==> src/rtl/cache_arbiter.sv <==
`default_nettype none
// ============================================================================
// Module : cache_arbiter
// Brief  : Round-robin sharing of one cacheline memory port by I- and D-cache.
// Rev    : 1.0
// ============================================================================
module cache_arbiter #(
   parameter int S_LINE = 256,
   parameter int S_CNT  = 32
) (
   input  logic              clk,
   input  logic              rst,
   input  logic [31:0]       i_pmem_address,
   input  logic              i_pmem_read,
   output logic [S_LINE-1:0] i_pmem_rdata,
   output logic              i_pmem_resp,
   input  logic [31:0]       d_pmem_address,
   input  logic              d_pmem_read,
   input  logic              d_pmem_write,
   input  logic [S_LINE-1:0] d_pmem_wdata,
   output logic [S_LINE-1:0] d_pmem_rdata,
   output logic              d_pmem_resp,
   output logic [31:0]       pmem_address,
   output logic              pmem_read,
   output logic              pmem_write,
   output logic [S_LINE-1:0] pmem_wdata,
   input  logic [S_LINE-1:0] pmem_rdata,
   input  logic              pmem_resp,
   output logic [S_CNT-1:0]  i_grants,
   output logic [S_CNT-1:0]  d_grants,
   output logic [S_CNT-1:0]  conflicts
);

   typedef enum logic [1:0] {
      ST_IDLE   = 2'd0,
      ST_BUSY_I = 2'd1,
      ST_BUSY_D = 2'd2
   } state_t;

   localparam logic             SIDE_I  = 1'b0;
   localparam logic             SIDE_D  = 1'b1;
   localparam logic [S_CNT-1:0] CNT_MAX = {S_CNT{1'b1}};
   localparam logic [S_CNT-1:0] CNT_ONE = {{(S_CNT-1){1'b0}}, 1'b1};

   state_t              state_q, state_d;
   logic                last_q, last_d;
   logic                pmem_read_q, pmem_read_d;
   logic                pmem_write_q, pmem_write_d;
   logic [31:0]         pmem_address_q, pmem_address_d;
   logic [S_LINE-1:0]   pmem_wdata_q, pmem_wdata_d;
   logic [S_CNT-1:0]    i_grants_q, i_grants_d;
   logic [S_CNT-1:0]    d_grants_q, d_grants_d;
   logic [S_CNT-1:0]    conflicts_q, conflicts_d;

   logic req_icache, req_dcache;
   logic gnt_icache, gnt_dcache;

   function automatic logic [S_CNT-1:0] sat_inc(input logic [S_CNT-1:0] v);
      return (v == CNT_MAX) ? v : v + CNT_ONE;
   endfunction

   assign req_icache = i_pmem_read;
   assign req_dcache = d_pmem_read | d_pmem_write;
   // On a tie the side that did not win last time takes the port.
   assign gnt_dcache = req_dcache & (~req_icache | (last_q == SIDE_I));
   assign gnt_icache = req_icache & ~gnt_dcache;

   always_ff @(posedge clk or negedge rst) begin
      if (!rst) begin
         state_q        <= ST_IDLE;
         last_q         <= SIDE_I;
         pmem_read_q    <= 1'b0;
         pmem_write_q   <= 1'b0;
         pmem_address_q <= '0;
         pmem_wdata_q   <= '0;
         i_grants_q     <= '0;
         d_grants_q     <= '0;
         conflicts_q    <= '0;
      end else begin
         state_q        <= state_d;
         last_q         <= last_d;
         pmem_read_q    <= pmem_read_d;
         pmem_write_q   <= pmem_write_d;
         pmem_address_q <= pmem_address_d;
         pmem_wdata_q   <= pmem_wdata_d;
         i_grants_q     <= i_grants_d;
         d_grants_q     <= d_grants_d;
         conflicts_q    <= conflicts_d;
      end
   end

   always_comb begin
      state_d        = state_q;
      last_d         = last_q;
      pmem_read_d    = pmem_read_q;
      pmem_write_d   = pmem_write_q;
      pmem_address_d = pmem_address_q;
      pmem_wdata_d   = pmem_wdata_q;
      i_grants_d     = i_grants_q;
      d_grants_d     = d_grants_q;
      conflicts_d    = conflicts_q;
      case (state_q)
         ST_IDLE: begin
            if (req_icache && req_dcache) begin
               conflicts_d = sat_inc(conflicts_q);
            end
            if (gnt_dcache) begin
               state_d        = ST_BUSY_D;
               last_d         = SIDE_D;
               pmem_address_d = d_pmem_address;
               // A writeback takes precedence; a pending fill is reissued afterwards.
               pmem_write_d   = d_pmem_write;
               pmem_read_d    = d_pmem_read & ~d_pmem_write;
               pmem_wdata_d   = d_pmem_wdata;
               d_grants_d     = sat_inc(d_grants_q);
            end else if (gnt_icache) begin
               state_d        = ST_BUSY_I;
               last_d         = SIDE_I;
               pmem_address_d = i_pmem_address;
               pmem_read_d    = 1'b1;
               pmem_write_d   = 1'b0;
               i_grants_d     = sat_inc(i_grants_q);
            end
         end
         ST_BUSY_I, ST_BUSY_D: begin
            if (pmem_resp) begin
               state_d      = ST_IDLE;
               pmem_read_d  = 1'b0;
               pmem_write_d = 1'b0;
            end
         end
         default: begin
            state_d = ST_IDLE;
         end
      endcase
   end

   assign i_pmem_resp  = (state_q == ST_BUSY_I) & pmem_resp;
   assign d_pmem_resp  = (state_q == ST_BUSY_D) & pmem_resp;
   assign i_pmem_rdata = pmem_rdata;
   assign d_pmem_rdata = pmem_rdata;

   assign pmem_address = pmem_address_q;
   assign pmem_read    = pmem_read_q;
   assign pmem_write   = pmem_write_q;
   assign pmem_wdata   = pmem_wdata_q;
   assign i_grants     = i_grants_q;
   assign d_grants     = d_grants_q;
   assign conflicts    = conflicts_q;

endmodule
`default_nettype wire

==> config.mk <==
export PLATFORM = sky130hd
export DESIGN_NAME = cache_arbiter
export DESIGN_NICKNAME = d
export VERILOG_FILES = /design/src/rtl/cache_arbiter.sv
export SDC_FILE = /design/constraint.sdc
export NUM_CORES = 1
export LEC_CHECK = 0
export BUFFER_PORTS_ARGS = -buffer_cell sky130_fd_sc_hd__buf_2
export CAP_MARGIN = 20
export CORE_AREA = 2 2 583 585
export DETAILED_ROUTE_END_ITERATION = 8
export DIE_AREA = 0 0 585 587
export SLEW_MARGIN = 5
export SYNTH_ARGS = -nofsm -noshare
export SYNTH_HDL_FRONTEND = slang
export SYNTH_SLANG_ARGS = --single-unit
==> constraint.sdc <==
create_clock -name clk -period 3.6 [get_ports clk]
set_clock_uncertainty 0.05 [all_clocks]
set_input_delay 0.72 -clock clk [delete_from_list [all_inputs] [get_ports clk]]
set_output_delay 0.72 -clock clk [all_outputs]
set_load 0.1 [all_outputs]
==> qor.tcl <==
set qor(globalplace.congestion) 0.9455
set qor(hpwl_um) 188400
set qor(synth_top_area_share_pct) 49.17
set qor(antenna_violating_nets_post_route) 0
set qor(antenna_found_initial) 100
set qor(layout.area.seq_um2) 9734
set qor(initialDrtViolationCount) 1459
set qor(numCtsBuffers) 57
set qor(die-height_um) 587
set qor(hp-class) {in -> reg}
set qor(number_of_flops_mapped_to_enable_cells_by_yosys) 0
set qor(run_status) {completed}
set qor(std_cell_core_area_um2) 337900
set qor(report.power.total_mw) 34.47
set qor(routedWlPerCell_um) 29.68
set qor(timing.setup.critical_path_class) {reg -> out}
set qor(synthFlopType) {dfrtp_1}
set qor(grt.total_usage_pct) 11.81
set qor(ys_async_sr_fraction_pct) 100.0
set qor(cts_resized) 0
set qor(number_of_fill_cells_in_the_layout) 39701
set qor(yosys_warnings) 0
set qor(cts.root.buffer_cell) {clkbuf_16}
set qor(synth-seq-area-share_pct) 49.17
set qor(hold_viol) 0
set qor(slew_headroom_pct) 38.21
set qor(finalSetupViolations) 0
set qor(port-buffer-count) 713
set qor(yosysTopAreaCell) {dfrtp_1}
set qor(syn_to_final_growth_pct) 39.68
set qor(cell_area_after_technology_mapping_um2) 19800
set qor(synthesized_area_per_cell_um2) 8.967
set qor(setup_tns_ns) 0
set qor(cts_htree_levels) 2
set qor(postLayoutCoreUtil_pct) 8.184
set qor(critical_path.endpoint_type) {output pin}
set qor(synth.cells.most_frequent) {836 x nand2_1, 513 x buf_4, 389 x dfrtp_1}
set qor(via_per_inst) 2.372
set qor(multiInputGateArea_um2) 5899
set qor(slowest_stage) {buf_2}
set qor(critical_path_required_ns) 2.83
set qor(clock_latency_ns) 0.72
set qor(cp_slowest_stage_delay_ns) 0.60
set qor(largest_net_degree_at_the_start_of_global_routing) 89
set qor(die_area_um2) 343400
set qor(period_minus_slack_ns) 2.851
set qor(clk_pin_slew_worst_paths_ns) 0.07
set qor(synth.distinct_cells) 43
set qor(layout.nets) 3027
set qor(max_freq_ghz) 0.3507
set qor(drive_above_1_share_pct) 35.34
set qor(tritoncts) {done}
set qor(vias) 16798
set qor(power.leakage_nw) 12.54
set qor(finalWirelength_um) 210200
set qor(grt_pass1_wl_um) 246500
set qor(pwr_density_cell_nw_per_um2) 1246
set qor(rsz_0062_raised_after_global_routing) {no}
set qor(grt.overflow.total) 0
set qor(critical_path_peak_fanout) 3
set qor(finalMaxSlewViolations) 0
set qor(synth_top_cells_by_area) {dfrtp_1 49%, buf_4 19%, nand2_1 16%}
set qor(rows) 214
set qor(cts_sinks) 389
set qor(syn-num-nets) 2796
set qor(peak_supply_drop_v) 0.0005632
set qor(crit_arrival_ns) 2.08
set qor(final_worst_path_period_share_pct) 79.20
set qor(crit_chain) {inv_1 -> ha_1 -> and2_1 -> buf_2}
set qor(maxCapViolations) 0
set qor(drt-pass1-iter-count) 8
set qor(post-synth-top-count-cell) {nand2_1}
set qor(worstSetupStartpointType) {register}
set qor(start_util_pct) 5.859
set qor(grt_pass1_vias) 16153
set qor(detail_route.drc_violations) 0
set qor(tightestPinTransition_ns) 0.9333
set qor(io-pin-count) 1482
set qor(syn-instance-count) 2208
set qor(die_width_um) 585
set qor(clk_path_buf_depth) 3
set qor(synth.ff_latch_count) 389
[stage by stage]
step                instance area, µm²  setup WS (ns)  instances  hold WS (ns)
floorplan                        19800         0.8563       2208        0.3744
global placement                 25420          1.097       6914        0.4033
detailed placement               25420          1.065       6914        0.4065
CTS                              27510         0.6129       7023     0.0008208
global route                     27620         0.6218       7065       0.04943
finish                           27660         0.7488       7081        0.1171
[placed cells by master, fill, tap and decap left out, types with 3 or more instances in the layout]
master,n
buf_2,712
nand3_1,49
and4_1,7
nor4_1,12
mux2_2,3
inv_8,3
clkinv_2,7
nor2_1,23
inv_1,11
buf_12,12
clkinvlp_4,5
dfrtp_1,389
xor2_1,15
bufinv_16,7
nand2b_1,3
clkinv_4,7
nand4_1,46
ha_1,6
clkbuf_8,12
mux2i_1,32
a21oi_1,6
o21ai_0,36
xnor2_1,77
nor3_1,10
buf_4,33
and2_1,9
inv_6,4
and3_1,22
nand2_1,835
clkbuf_16,58
diode_2,58
[worst max-delay path, delay by kind of cell, from the launching register on]
kind	cells	cell delay, ns
buffers and inverters	2	0.69
AND/OR/NAND/NOR	1	0.11
flip-flops	1	0.38
adder cells (fa/ha/maj)	1	0.13
[sequential cells by signal (all words and copies together) (netlist names)]
register,flops
i_grants,32
pmem_wdata,256
pmem_write,1
pmem_read,1
conflicts,32
state_q,2
pmem_address,32
d_grants,32
last_q,1
[final timing paths]
path	from	end	slack (ns)	depth (start not counted)
setup / recovery	state_q[1]	i_pmem_resp	0.75	4
hold / removal	d_pmem_wdata[113]	pmem_wdata[113]	0.12	3
setup reg to reg	state_q[0]	conflicts[18]	1.12	7
min in group asynchronous	rst	pmem_wdata[211]	0.50	2
max in group asynchronous	rst	state_q[1]	2.00	3
hold reg to reg	pmem_wdata[152]	pmem_wdata[152]	0.42	2
[metal layers]
metal  track usage, %  vias to the layer above  share of wire [%]
met5           0.2802                        -               0.11
met4            6.813                       18                6.2
met3            14.33                      487                 27
met2            17.76                     1514                 43
met1            8.236                     7774                 24
li1                 -                     7005                  -
[what timing repair did]
item,CTS,global route
hold buffers,2,0
hold endpoints to repair,53,0
setup buffers,0,0
[kinds of logic after synthesis]
kind of cell | Yosys count | share of synthesized area, %
muxes | 35 | 1.788
and+or+nand+nor | 1031 | 21.59
xor gates and xnor gates | 92 | 4.070
DFF | 389 | 49.17
buffers and inverters | 599 | 21.25
AOI/OAI and AO/OA | 56 | 1.763
adders and majority gates | 6 | 0.3792
[area by class of cell]
type	instances	area share [%]
Clock buffer	72	5.873
Sequential cell	389	35.20
Clock inverter	35	1.624
Tap cell	4536	20.52
Antenna cell	58	0.5248
Multi-Input combinational cell	1220	21.33
Timing Repair Buffer	760	14.78
Inverter	11	0.1493
[where the power goes]
group          leakage (nW)  total [mW]  switching [mW]  internal, mW
sequential             4.92        7.21            1.13          6.08
clock                  1.01        6.41            2.68          3.73
combinational          6.60        20.8            18.3          2.52
total                  12.5        34.5            22.1          12.3
Note: power is estimated with default switching activity, not from simulation.
